==> config.mk <==
export PLATFORM = sky130hd
export DESIGN_NAME = read_iq_pair
export DESIGN_NICKNAME = d
export VERILOG_FILES = /design/src/rtl/read_iq_pair.sv
export SDC_FILE = /design/constraint.sdc
export NUM_CORES = 1
export LEC_CHECK = 0
export CAP_MARGIN = 20
export CELL_PAD_IN_SITES_DETAIL_PLACEMENT = 1
export CELL_PAD_IN_SITES_GLOBAL_PLACEMENT = 1
export CORE_UTILIZATION = 35
export CTS_CLUSTER_SIZE = 8
export DETAILED_ROUTE_END_ITERATION = 10
export PLACE_DENSITY = 0.94
export SLEW_MARGIN = 15
export SYNTH_ARGS = -nofsm -noshare
export SYNTH_HDL_FRONTEND = slang
export SYNTH_SLANG_ARGS = --single-unit
export TNS_END_PERCENT = 100
==> constraint.sdc <==
create_clock -name clock -period 2.3 [get_ports clock]
set_clock_uncertainty 0.15 [all_clocks]
set_input_delay 0.46 -clock clock [delete_from_list [all_inputs] [get_ports clock]]
set_output_delay 0.46 -clock clock [all_outputs]
set_load 0.02 [all_outputs]
==> src/rtl/read_iq_pair.sv <==
// read_iq_pair: assembles interleaved little-endian I/Q byte pairs
// into quantized signed samples written in lockstep to two FIFOs.
module read_iq_pair #(
  parameter int DATA_WIDTH = 32,
  parameter int BITS       = 10
) (
  input  logic                  clock,
  input  logic                  reset,
  output logic                  in_rd_en,
  input  logic                  in_empty,
  input  logic [7:0]            in_dout,
  output logic                  out_i_wr_en,
  input  logic                  out_i_full,
  output logic [DATA_WIDTH-1:0] out_i_din,
  output logic                  out_q_wr_en,
  input  logic                  out_q_full,
  output logic [DATA_WIDTH-1:0] out_q_din
);

  typedef enum logic [2:0] {
    S_I_LO,
    S_I_HI,
    S_Q_LO,
    S_Q_HI,
    S_WRITE
  } state_t;

  state_t state_q, state_d;

  logic [7:0] i_lo_q, i_lo_d;
  logic [7:0] i_hi_q, i_hi_d;
  logic [7:0] q_lo_q, q_lo_d;

  logic [DATA_WIDTH-1:0] i_reg_q, i_reg_d;
  logic [DATA_WIDTH-1:0] q_reg_q, q_reg_d;

  logic pop;
  logic wr;

  function automatic logic [DATA_WIDTH-1:0] quant(
    input logic [7:0] hi,
    input logic [7:0] lo
  );
    logic [DATA_WIDTH-1:0] ext;
    ext = {{(DATA_WIDTH-16){hi[7]}}, hi, lo};
    return ext << BITS;
  endfunction

  always_comb begin
    state_d = state_q;
    i_lo_d  = i_lo_q;
    i_hi_d  = i_hi_q;
    q_lo_d  = q_lo_q;
    i_reg_d = i_reg_q;
    q_reg_d = q_reg_q;
    pop     = !in_empty && (state_q != S_WRITE);
    wr      = 1'b0;
    unique case (state_q)
      S_I_LO: if (pop) begin
        i_lo_d  = in_dout;
        state_d = S_I_HI;
      end
      S_I_HI: if (pop) begin
        i_hi_d  = in_dout;
        state_d = S_Q_LO;
      end
      S_Q_LO: if (pop) begin
        q_lo_d  = in_dout;
        state_d = S_Q_HI;
      end
      S_Q_HI: if (pop) begin
        i_reg_d = quant(i_hi_q, i_lo_q);
        q_reg_d = quant(in_dout, q_lo_q);
        state_d = S_WRITE;
      end
      S_WRITE: begin
        // both FIFOs must have room; never write only one side
        wr = !out_i_full && !out_q_full;
        if (wr) state_d = S_I_LO;
      end
      default: state_d = S_I_LO;
    endcase
  end

  always_ff @(posedge clock) begin
    if (reset) begin
      state_q <= S_I_LO;
      i_lo_q  <= '0;
      i_hi_q  <= '0;
      q_lo_q  <= '0;
      i_reg_q <= '0;
      q_reg_q <= '0;
    end else begin
      state_q <= state_d;
      i_lo_q  <= i_lo_d;
      i_hi_q  <= i_hi_d;
      q_lo_q  <= q_lo_d;
      i_reg_q <= i_reg_d;
      q_reg_q <= q_reg_d;
    end
  end

  assign in_rd_en    = pop && !reset;
  assign out_i_wr_en = wr && !reset;
  assign out_q_wr_en = wr && !reset;
  assign out_i_din   = i_reg_q;
  assign out_q_din   = q_reg_q;

endmodule

==> flow_summary_export.csv <==
group,metric,value,unit
die,num_rows,30,
routing,first_iter_violations,88,
final_layout,layout.nets,355,
sta,report.final.slew_viol_count,0,
synth,yosys-top-cells-area,"dfxtp_1 48%, nand2_1 17%, a21oi_1 12%",
routing,wl_per_cell,13.8,um
worst_setup_path,crit_type,"in -> out",
synth,async_reset_ff_share,0,%
sta,tightestPinTransition,0.659,ns
place,gp_congestion,0.744,
worst_setup_path,cp-startpoint,"out_q_full",
clock_network,ctsHoldBuffers,0,
global_routing,grt_pass1_vias,2078,
clock_network,cts.reportedPaths.clkPinSlew,0.06,ns
place,dp_slack,-0.169,ns
worst_setup_path,required,1.69,ns
clock_network,clk_latency,0.34,ns
place,post_dp_cell_area,0.00293,mm2
synth,syn_inst,301,
sta,max-slew-margin-rel,56.0,%
routing,ant_nets,0,
sta,rsz0062_at_grt,"false",
clock_network,cts_root_buffer,"clkbuf_8",
die,ios,80,
worst_setup_path,r2r_slack,0.45,ns
clock_network,cts_buffers,9,
pwr,p_per_area,657,mW/mm2
sta,whs,0.304,ns
hold_path,hold_start,"q_lo_q[5]$_SDFFE_PP0P_",
synth,synth_edf_count,0,
routing,drt-total-wl,6.12,mm
sta,setup_tns,0,ns
place,hpwl,4.22,mm
synth,synth_cell_type_count,22,
final_layout,drive_gt1_share,8.65,%
routing,routed_via_density,4.67,
final_layout,area_growth_syn_to_layout,25.5,%
global_routing,antenna_found_initial,0,
worst_setup_path,crit_path_start_kind,"input port",
synth,ys_ff_latch,59,
synth,ys.warnings.count,0,
sta,post-route-min-period,2.17,ns
worst_setup_path,r2r-start,"state_q[2]$_SDFFE_PP0P_",
clock_network,clock-sinks,59,
die,initial_core_util,36.3,%
global_routing,grt_usage,17.8,%
worst_setup_path,worst_setup_path_end_kind,"primary output",
global_routing,grt_max_degree,60,
worst_setup_path,reg2regPathDepth,4,
global_routing,grt-ovfl-total,0,
pwr,leakagePower,1.05,nW
sta,fin_ws,0.130,ns
sta,finalCritPeriodShare,94.3,%
clock_network,post_cts_buffers,0,
hold_path,min_path_type,"reg -> reg",
die,dieArea,0.00739,mm2
synth,avgSynthCellArea,8.20,um2
sta,setup-violations-final,0,
clock_network,clockBufferDepth,2,
die,die_w,86.0,um
worst_setup_path,arrival,1.56,ns
synth,syn-cell-area,0.00247,mm2
sta,hold_viol,0,
pwr,peakVddDrop,0.000287,V
final_layout,diodes,0,
run,drv_cap,0,
routing,vias,2067,
synth,synth_top_area_share,47.8,%
clock_network,cts_tree,"done",
synth,synth-seq-area-share,47.8,%
worst_setup_path,worstPathMaxFanout,2,
die,core,0.00679,mm2
final_layout,final_area,0.00310,mm2
global_routing,grt_pass1_wl,9.91,mm
clock_network,cts-htree-levels,3,
routing,drc_errors,0,
synth,synth_top_area_cell,"dfxtp_1",
synth,yosysMostFrequentCell,"nand2_1",
pwr,power,0.00203,W
synth,ys_top_cells_by_count,"112 x nand2_1, 59 x dfxtp_1, 57 x a21oi_1",
hold_path,hold_depth,2,
die,fp.dieH,86.0,um
outcome,status,"complete, no violations",
routing,drtPass1Iterations,4,
sta,max_freq,0.461,GHz
place,numPortBuffers,59,
synth,synthFlopType,"dfxtp_1",
[stage by stage]
| stage | std cells | utilization (%) |
|---|---|---|
| after global placement | 427 | 43.1 |
| after global routing | 443 | 45.6 |
| after floorplan | 320 | - |
| final | 443 | 45.6 |
| after detailed placement | 427 | 43.1 |
| after CTS | 443 | 45.5 |
[report_power, final]
| group | switching (W) | total [W] | internal, W |
|---|---|---|---|
| Clock | 0.000406 | 0.000791 | 0.000384 |
| Sequential | 0.0000131 | 0.00106 | 0.00105 |
| Combinational | 0.000123 | 0.000185 | 0.0000619 |
[final timing paths]
| check | end |
|---|---|
| min | out_q_din[15]$_SDFFE_PP0P_ |
| min reg2reg | out_q_din[15]$_SDFFE_PP0P_ |
| max reg2reg | out_q_din[17]$_SDFFE_PP0P_ |
| max | out_q_wr_en |
[what timing repair did]
item                                   4_1_cts  5_1_grt
resized for setup                            3        2
setup endpoints to repair                    3        1
pin swaps                                    0        0
endpoints found under the hold margin        0        0
[registers in the layout, summed over array words and instances, names as in the netlist]
signal	flops
q_lo_q	8
i_lo_q	8
state_q	3
out_q_din	16
out_i_din	16
i_hi_q	8
[layer usage]
| layer | track usage (%) | share of wire (%) | wire [um] | vias up |
|---|---|---|---|---|
| li1 | - | - | - | 1000 |
| met2 | 31.0 | 51 | 3140 | 72 |
| met5 | 0 | 0 | 0 | - |
| met4 | 9.24 | 3.0 | 182 | 0 |
| met3 | 6.35 | 5.5 | 338 | 16 |
| met1 | 18.9 | 40 | 2460 | 979 |
[cells in the final DEF, fill, tap and decap left out]
| master | netlist | layout |
|---|---|---|
| or4b_4 | 1 | 1 |
| nand4bb_2 | 1 | 1 |
| clkinvlp_4 | 0 | 2 |
| xnor2_1 | 1 | 1 |
| clkdlybuf4s50_1 | 0 | 55 |
| clkbuf_1 | 10 | 2 |
| or4b_1 | 1 | 1 |
| nor2b_1 | 2 | 2 |
| buf_12 | 0 | 1 |
| clkdlybuf4s15_1 | 0 | 1 |
| buf_2 | 3 | 1 |
| a21oi_1 | 57 | 57 |
| nor3b_1 | 1 | 1 |
| buf_4 | 37 | 6 |
| clkbuf_8 | 0 | 9 |
| nor4b_4 | 2 | 3 |
| conb_1 | 1 | 20 |
| or4_4 | 1 | 1 |
| and4bb_2 | 1 | 1 |
| nand2_1 | 112 | 112 |
| dlygate4sd2_1 | 0 | 2 |
| clkinv_2 | 0 | 3 |
| nor4_1 | 1 | 1 |
| nor3_1 | 2 | 2 |
| dfxtp_1 | 59 | 59 |
| o21ai_0 | 1 | 1 |
| nor4_4 | 1 | 1 |
[cell type report]
type	instances	area, um2
clock buffers	11	131
clock inverters	5	30.0
fillers	820	3700
multi-input cells	206	987
flip-flops and latches	59	1180
well taps	96	120
repair buffers	66	648
[kinds of logic after synthesis]
group	after synthesis	synth area share (%)
AO/OA/AOI/OAI	58	11.8
XOR/XNOR	1	0.355
buffers and inverters	55	15.7
flip-flops	59	47.8
other	1	0.152
AND/OR/NAND/NOR	127	24.2
[worst max-delay path: stages]
cell	delay [ns]
clkdlybuf4s50_1	0.46
nor4b_4	0.28
dlygate4sd2_1	0.36
Note: power is estimated with default switching activity, not from simulation.
